==> config.mk <==
export PLATFORM = sky130hd
export DESIGN_NAME = display_scan_mux
export DESIGN_NICKNAME = d
export VERILOG_FILES = /design/src/rtl/display_scan_mux.sv
export SDC_FILE = /design/constraint.sdc
export NUM_CORES = 1
export LEC_CHECK = 0
export ABC_AREA = 1
export CELL_PAD_IN_SITES_DETAIL_PLACEMENT = 1
export CELL_PAD_IN_SITES_GLOBAL_PLACEMENT = 2
export CORE_MARGIN = 3
export CORE_UTILIZATION = 29
export CTS_BUF_LIST = sky130_fd_sc_hd__clkbuf_4
export DETAILED_ROUTE_END_ITERATION = 8
export PLACE_DENSITY = 0.81
export REMOVE_ABC_BUFFERS = 1
export SETUP_SLACK_MARGIN = 0.05
export SLEW_MARGIN = 20
export SYNTH_ARGS = -nofsm -noshare
export SYNTH_HDL_FRONTEND = slang
export SYNTH_SLANG_ARGS = --single-unit
export TNS_END_PERCENT = 5
==> constraint.sdc <==
create_clock -name clk -period 1.7 [get_ports clk]
set_input_delay 0.51 -clock clk [delete_from_list [all_inputs] [get_ports clk]]
set_output_delay 0.51 -clock clk [all_outputs]
set_load 0.05 [all_outputs]
==> src/rtl/display_scan_mux.sv <==
// display_scan_mux
//   Time-multiplexed scanner for a DIGITS-wide common-anode 7-segment display.
//   A frame holds DIGITS hex nibbles and decimal points. One digit is driven per
//   slot of PRESCALE cycles. Each slot starts with BLANK_CYCLES cycles of all
//   enables off, which prevents ghosting between digits. Data loaded during a
//   frame is held in a pending buffer. It is committed only at the frame boundary.
//
// Ports
//   clk         : clock, rising edge
//   rst_n       : synchronous active-low reset
//   data_in     : DIGITS nibbles; digit i = data_in[4i+3:4i]
//   dp_in       : decimal point per digit, active-high
//   load        : one-cycle strobe capturing data_in/dp_in
//   lz_blank    : leading-zero blanking enable (level)
//   nibble      : value of the current digit, to the 7-segment decoder
//   dp          : decimal point of the current digit
//   digit_en_n  : active-low digit enables (one-hot-low or all ones)
//   frame_start : first cycle of digit 0's slot
//   load_ack    : one-cycle pulse after buffered data is committed
module display_scan_mux #(
  parameter int DIGITS       = 4,
  parameter int PRESCALE     = 50000,
  parameter int BLANK_CYCLES = 16
) (
  input  logic                  clk,
  input  logic                  rst_n,
  input  logic [4*DIGITS-1:0]   data_in,
  input  logic [DIGITS-1:0]     dp_in,
  input  logic                  load,
  input  logic                  lz_blank,
  output logic [3:0]            nibble,
  output logic                  dp,
  output logic [DIGITS-1:0]     digit_en_n,
  output logic                  frame_start,
  output logic                  load_ack
);

  localparam int PW = (PRESCALE > 1) ? $clog2(PRESCALE) : 1;
  localparam int DW = (DIGITS > 1) ? $clog2(DIGITS) : 1;
  localparam logic [PW-1:0] PRESC_LAST = PW'(PRESCALE - 1);
  localparam logic [DW-1:0] DIGIT_LAST = DW'(DIGITS - 1);

  logic [PW-1:0]         presc;
  logic [DW-1:0]         digit;
  logic [4*DIGITS-1:0]   disp_data;
  logic [DIGITS-1:0]     disp_dp;
  logic [4*DIGITS-1:0]   pend_data;
  logic [DIGITS-1:0]     pend_dp;
  logic                  pend_valid;
  // Registered copy of rst_n. It holds the counters on the first edge out of
  // reset, so cycle 0 starts with presc = 0. It also gates frame_start and the
  // digit enables.
  logic                  run;

  logic                  frame_end;
  logic                  in_blank;
  logic                  suppress;

  assign frame_end = (presc == PRESC_LAST) && (digit == DIGIT_LAST);

  if (BLANK_CYCLES == 0) begin : g_no_blank
    assign in_blank = 1'b0;
  end else begin : g_blank
    localparam logic [PW-1:0] BLANK_L = PW'(BLANK_CYCLES);
    assign in_blank = (presc < BLANK_L);
  end

  always_ff @(posedge clk) begin
    if (!rst_n) begin
      presc      <= '0;
      digit      <= '0;
      disp_data  <= '0;
      disp_dp    <= '0;
      pend_data  <= '0;
      pend_dp    <= '0;
      pend_valid <= 1'b0;
      load_ack   <= 1'b0;
      run        <= 1'b0;
    end else begin
      run      <= 1'b1;
      load_ack <= 1'b0;
      if (run) begin
        if (presc == PRESC_LAST) begin
          presc <= '0;
          digit <= (digit == DIGIT_LAST) ? '0 : digit + 1'b1;
        end else begin
          presc <= presc + 1'b1;
        end
      end
      // A load on the boundary edge bypasses the pending buffer.
      if (run && frame_end && (pend_valid || load)) begin
        disp_data  <= load ? data_in : pend_data;
        disp_dp    <= load ? dp_in   : pend_dp;
        pend_valid <= 1'b0;
        load_ack   <= 1'b1;
      end else if (load) begin
        pend_data  <= data_in;
        pend_dp    <= dp_in;
        pend_valid <= 1'b1;
      end
    end
  end

  // Select the current digit. A digit other than digit 0 is suppressed when it
  // and every more-significant digit are zero.
  always_comb begin
    nibble   = '0;
    dp       = 1'b0;
    suppress = lz_blank && (digit != '0);
    for (int unsigned i = 0; i < DIGITS; i++) begin
      if (digit == DW'(i)) begin
        nibble = disp_data[4*i +: 4];
        dp     = disp_dp[i];
      end
      if ((DW'(i) >= digit) && (disp_data[4*i +: 4] != 4'h0)) begin
        suppress = 1'b0;
      end
    end
  end

  always_comb begin
    digit_en_n = '1;
    if (run && !in_blank && !suppress) begin
      digit_en_n[digit] = 1'b0;
    end
  end

  assign frame_start = run && (presc == '0) && (digit == '0);

endmodule

==> impl_results.md, run 1 <==
* Status: complete, but fails checks
* Failing checks: setup timing
* Clock Skew at 0.00948 ns
* Critical Path AT at 1.87 ns
* GRT Overall Usage at 0.171
* Clock transition at path regs at 0.10 ns
* Register area share after synthesis at 0.371
* R2R cell count at 10
* Period utilisation layout at 1.40
* CP Launch Type: flip-flop
* Initial antenna violation count at 0
* DR top layer: met4
* Slew Limit Fails at 0
* First-pass GRT wire length at 17400 um
* Post-route core utilization at 0.426
* DRC viols at 0
* Synthesis-to-layout area growth at 42.1%
* Worst hold slack at 0.472 ns
* Core ar. at 11000 um2
* Largest net degree at the start of global routing at 39
* Post-synth EDFFs at 0
* CTS buffer count at 9
* Antenna diodes at 0
* Seq cells post-synth at 61
* Vias/cell at 4.96
* Final WS setup at -0.679 ns
* Power per cell area at 623 nW/um2
* Leading cell type in the layout, fill and taps excluded: nand2_1
* # setup viols final at 10
* Remaining antenna violation count at 0
* Slew HR at 0.754
* Layout cells sized above 1 at 0.242
* Fin. Hold Viols at 0
* Die width at 113 um
* Dpl ws at -0.545 ns
* Initial Utilization at 0.300
* Vias post-DR at 3484
* Row cnt at 38
* Worst setup EP type: output pin
* Critical path peak fanout at 6
* VDD IR-drop max at 0.372 mV
* CTS tree: built
* Max Freq at 420 MHz
* Die Ht at 113 um
* Final Non-Filler Cells at 703
* Mean Syn Cell Area at 6.78 um2
* Hold Path Stages at 3
* WL/cell at 14.9 um
* Fraction of registers with async set/reset at 0
* Leakage at 0.00202 uW
* Met2 Routed Length at 5180 um
* Vias in the first global route at 3665
* Synth cell types at 27
* H-tree depth at 3
* Met3 WL at 301 um
* Commonest non-fill, non-tap cells in the layout: nand2_1, dfxtp_1, nand3_1, inv_1, nand4_1
* Number of detailed-route iterations in the first pass at 4
* Initial drt markers at 163
* Ys Warns at 0
* Worst endpoint required time at 1.19 ns
* Critical setup path kind: flip-flop to output pin
* Wl on met1 at 4700 um
* Actual slew at the worst max-slew pin at 0.365 ns
* RSZ-0062 raised after global routing: true
* Clock buffer depth at 2
* Routability cong. at 0.833
* Min cycle time layout at 2.38 ns
* Die area at 12700 um2
* DP HPWL at 7340 um
* Max-cap viol count at 0
* I/O pins at 35
* CTS sink cnt at 61
* Final Net Count at 590
* Cell Area, Synth at 3290 um2
* Final wirelength at 10500 um
* Inst Count DP at 686
* Clock insertion delay at the later pin of the skew report at 0.44 ns
* Grt ovf at 0
* Synthesized instance count at 486
* Root buf cell: clkbuf_4
* PortBufs at 34
* HP Class: input port to flip-flop
* Dominant synthesized flop cell: dfxtp_1
* Fill cells at 1352
cell usage after synthesis, types with 5 or more instances:
library cell	count	area [um2]
a21oi_1	14	70.1
buf_2	11	55.1
buf_6	8	90.1
clkbuf_1	6	22.5
dfxtp_1	61	1220
ha_1	7	87.6
inv_1	49	184
nand2_1	126	473
nand3_1	53	265
nand4_1	45	282
nor2_1	47	176
nor3_1	5	25.0
o21ai_0	24	120
metal layers:
metal | up-vias | global-route usage
met4 | 0 | 0.0673
met1 | 1682 | 0.206
met2 | 43 | 0.293
met3 | 19 | 0.0410
li1 | 1740 | -
met5 | - | 0
cell families after synthesis:
| group | after synthesis | share of synthesized area |
|---|---|---|
| compound gates | 46 | 0.0760 |
| xor+xnor | 4 | 0.0106 |
| fa+ha+maj | 7 | 0.0266 |
| buf+inv | 80 | 0.115 |
| flops | 61 | 0.371 |
| simple gates | 288 | 0.401 |
area by class of cell:
class | instances | area [um2] | area share
multi-input combinational | 345 | 1910 | 0.408
sequential | 61 | 1230 | 0.262
timing repair buffer | 91 | 1010 | 0.215
inverter | 51 | 206 | 0.0441
tap | 140 | 175 | 0.0374
clock inverter | 5 | 76.3 | 0.0163
clock buffer | 10 | 75.1 | 0.0160
per-stage QoR:
stage	setup TNS, ns	area, um2	power (uW)
3_3_place_gp	-11.91	4240	1760
6_report	-6.21	4680	2920
3_5_place_dp	-12.62	4240	1780
4_1_cts	-8.13	4520	2960
2_1_floorplan	-43.40	3110	1610
5_1_grt	-7.52	4680	3050
state kept, by name (all words and copies together) (netlist names):
signal / cells
disp_dp: 4
disp_data: 16
digit: 2
load_ack: 1
run: 1
pend_valid: 1
pend_dp: 4
pend_data: 16
presc: 16
what timing repair did:
action                     CTS  global route
cloned                       0             1
setup endpoints to repair   58            66
hold buffers                 0             0
resized for setup           35            36
pin swaps                    8            17
buffers inserted             2             1
power by group:
| group | total (uW) | internal, uW | switching (uW) |
|---|---|---|---|
| Combinational | 267 | 125 | 142 |
| Clock | 1170 | 598 | 572 |
| Sequential | 1480 | 1460 | 18.7 |
worst paths after layout:
kind	endpoint	slack, ns	start
worst max-delay path	dp	-0.68	digit[0]
worst min-delay path	disp_data[13]	0.47	rst_n
worst max register to register	pend_dp[1]	0.06	digit[1]
worst min register to register	pend_data[14]	0.47	pend_data[14]
worst max-delay path, cell delays in order (launching register included):
cell	delay [ns]
dfxtp_2	0.37
buf_6	0.11
ha_4	0.15
inv_6	0.05
buf_6	0.11
o211ai_1	0.25
a21oi_1	0.12
buf_4	0.15
buf_12	0.14
(Power assumes the default switching activity.)
==> run 2: changes to the inputs <==
--- a/config.mk
+++ b/config.mk
@@ -15,6 +15,7 @@
 export PLACE_DENSITY = 0.81
 export REMOVE_ABC_BUFFERS = 1
 export SETUP_SLACK_MARGIN = 0.05
+export SKIP_CTS_REPAIR_TIMING = 1
 export SLEW_MARGIN = 20
 export SYNTH_ARGS = -nofsm -noshare
 export SYNTH_HDL_FRONTEND = slang
==> run 2 against run 1 <==
  * Cell area decreased by 2.7%
  * Critical path depth unchanged
  * Hold slack got worse by 0.0010 ns
  * Worst setup slack improved by 0.012 ns
  * The flow still finishes with violations (setup timing)
  * Final cell count decreased by 0.28%
  * Core utilization decreased by 1.1 points
==> impl_results.md, run 2 (synthesis results as in run 1) <==
* Remaining antenna violation count at 0 (unchanged)
* M3 GR Usage at 0.0410 (unchanged)
* Largest net degree at the start of global routing at 39 (unchanged)
* Clock transition at path regs at 0.10 ns (about the same)
* First-pass GRT wire length at 16900 um (-2.9%)
* Slew HR at 0.789 (+0.0351)
* Grt ovf at 0 (unchanged)
* DRC viols at 0 (unchanged)
* VDD IR-drop max at 0.393 mV (+5.6%)
* Power per cell area at 639 nW/um2 (+2.6%)
* Root buf cell: clkbuf_4
* Failing checks: setup timing
* Fill cells at 1363 (+0.81%)
* Final wirelength at 10100 um (-3.0%)
* R2R Setup Slk at -0.03 ns (-0.09 ns)
* Clock insertion delay at the later pin of the skew report at 0.43 ns (about the same)
* Max-cap viol count at 0 (unchanged)
* Final Net Count at 588 (-0.34%)
* Initial antenna violation count at 0 (unchanged)
* Gr busiest metal: met2
* Critical Path AT at 1.86 ns (about the same)
* Final WS setup at -0.667 ns (+0.0119 ns)
* Vias in the first global route at 3581 (-2.3%)
* Leakage at 0.00200 uW (-1.1%)
* Post-route core utilization at 0.415 (-0.0114)
* I/O pins at 35 (unchanged)
* Most used cell, CP: buf_6
* Slowest CP cell: dfxtp_4
* Slew Limit Fails at 0 (unchanged)
* Initial drt markers at 200 (+23%)
* HP Class: flip-flop to flip-flop
* Routability cong. at 0.833 (unchanged)
* Tot Pwr at 2910 uW (-0.18%)
* Cell family with most CP delay: buffers and inverters
* Critical setup path kind: flip-flop to output pin
* Status: complete, but fails checks
* PortBufs at 34 (unchanged)
* Worst endpoint required time at 1.19 ns (about the same)
* Die width at 113 um (unchanged)
* CTS tree: built
* Worst hold slack at 0.471 ns (-0.00103 ns)
* H-tree depth at 3 (unchanged)
* Min cycle time layout at 2.37 ns (-0.0119 ns)
* Antenna diodes at 0 (unchanged)
* Dpl ws at -0.545 ns (unchanged)
* GRT Overall Usage at 0.165 (-0.00594)
* M1 GR Usage at 0.204 (-0.00132)
* CP Launch Type: flip-flop
* Hold Path Stages at 2 (-1)
* Synthesis-to-layout area growth at 38.3%
* Reg-to-Reg Start: digit[1]
* CTS sink cnt at 61 (unchanged)
* Worst Hold End: pend_data[14]
* # setup viols final at 48 (+38)
* Row cnt at 38 (unchanged)
* Critical path peak fanout at 6 (unchanged)
* Fin. Hold Viols at 0 (unchanged)
* GR Util met2 at 0.278 (-0.0142)
* Period utilisation layout at 1.39 (-0.00699)
* Largest regs: disp_data x16, pend_data x16, presc x16
* Vias post-DR at 3444 (-1.1%)
* CP bufs+invs at 5 (unchanged)
* Core ar. at 11000 um2 (unchanged)
* Die Ht at 113 um (unchanged)
* Hold Startpoint: pend_data[14]
* Clock buffer depth at 2 (unchanged)
* WL/cell at 14.5 um (-2.7%)
* R2R Path End: disp_data[8]
* Actual slew at the worst max-slew pin at 0.315 ns (-0.0502 ns)
* Crit path cell chain: inv_2 > buf_6 > ha_4 > buf_6 > a21oi_2 > a22oi_2 > buf_4 > buf_12
* CTS buffer count at 9 (unchanged)
* Worst setup EP type: output pin
* Post-route cell area at 4560 um2 (-2.7%)
* Clock Skew at 0.00910 ns (-0.000381 ns)
* R2R cell count at 10 (unchanged)
* Max Freq at 423 MHz (+0.50%)
* Commonest non-fill, non-tap cells in the layout: nand2_1, dfxtp_1, nand3_1, nor2_1
* Initial Utilization at 0.300 (unchanged)
* Number of detailed-route iterations in the first pass at 4 (unchanged)
* Die area at 12700 um2 (unchanged)
* RSZ-0062 raised after global routing: true
* Slowest stage delay, CP at 0.38 ns (about the same)
* Cell Area, Placed at 4240 um2 (unchanged)
* Vias/cell at 4.91 (-0.87%)
* Layout cells sized above 1 at 0.210 (-0.0312)
* Leading cell type in the layout, fill and taps excluded: nand2_1
* DP HPWL at 7340 um (unchanged)
-- run 2: cell types whose count changed in the layout (fill, tap and decap cells not counted), moves of 2 or more --
cell     change
a21oi_1      +2
buf_4        +2
buf_6        -2
ha_1         +2
ha_4         -2
inv_6        -2
nand3_1      +6
nand3_2      -6
nor2_1       +3
nor2_2       -2
-- run 2: worst max path at each step --
stage	end	cells after the start	from	slack (ns)
2_1_floorplan	disp_data[0]	6	digit[1]	-0.93
3_3_place_gp	digit_en_n[1]	6	lz_blank	-0.55
3_5_place_dp	digit_en_n[1]	6	lz_blank	-0.55
4_1_cts	nibble[1]	8	digit[0]	-0.92
5_1_grt	nibble[0]	9	digit[1]	-0.78
6_report	nibble[0]	8	digit[0]	-0.67
-- run 2: through the flow --
step                      cells  setup TNS (ns)
final                       701           -6.56
after detailed placement    686          -12.62
after global routing        701          -12.98
after global placement      686          -11.91
after floorplan             457          -43.40
after CTS                   701          -10.08
-- run 2: final cells by class --
cell class / count / area, um2 / area share
flip-flops and latches: 61 / 1230 / 0.269
repair buffers: 89 / 981 / 0.215
multi-input cells: 345 / 1820 / 0.400
clock inverters: 5 / 76.3 / 0.0168
inverters: 51 / 199 / 0.0437
well taps: 140 / 175 / 0.0385
clock buffers: 10 / 75.1 / 0.0165
-- run 2: worst reg2reg max path, stage by stage (launching register included) --
cell and delay (ns):
dfxtp_2 0.38, buf_6 0.13, ha_1 0.15, buf_6 0.16, inv_2 0.06, buf_4 0.15
nor2_4 0.15, nand3_4 0.12, buf_12 0.18, nand3_1 0.09, nand2_1 0.05
-- run 2: layer usage --
| metal | part of all wire | vias to the layer above |
|---|---|---|
| li1 | - | 1737 |
| met1 | 0.46 | 1656 |
| met2 | 0.50 | 41 |
| met3 | 0.031 | 10 |
| met4 | 0.013 | 0 |
| met5 | 0 | - |
-- run 2: report_power, final --
group	internal, uW	switching, uW	total [uW]	leakage [uW]
Sequential	1460	18.7	1480	0.000498
Combinational	126	139	265	0.00142
Clock	598	569	1170	0.0000799
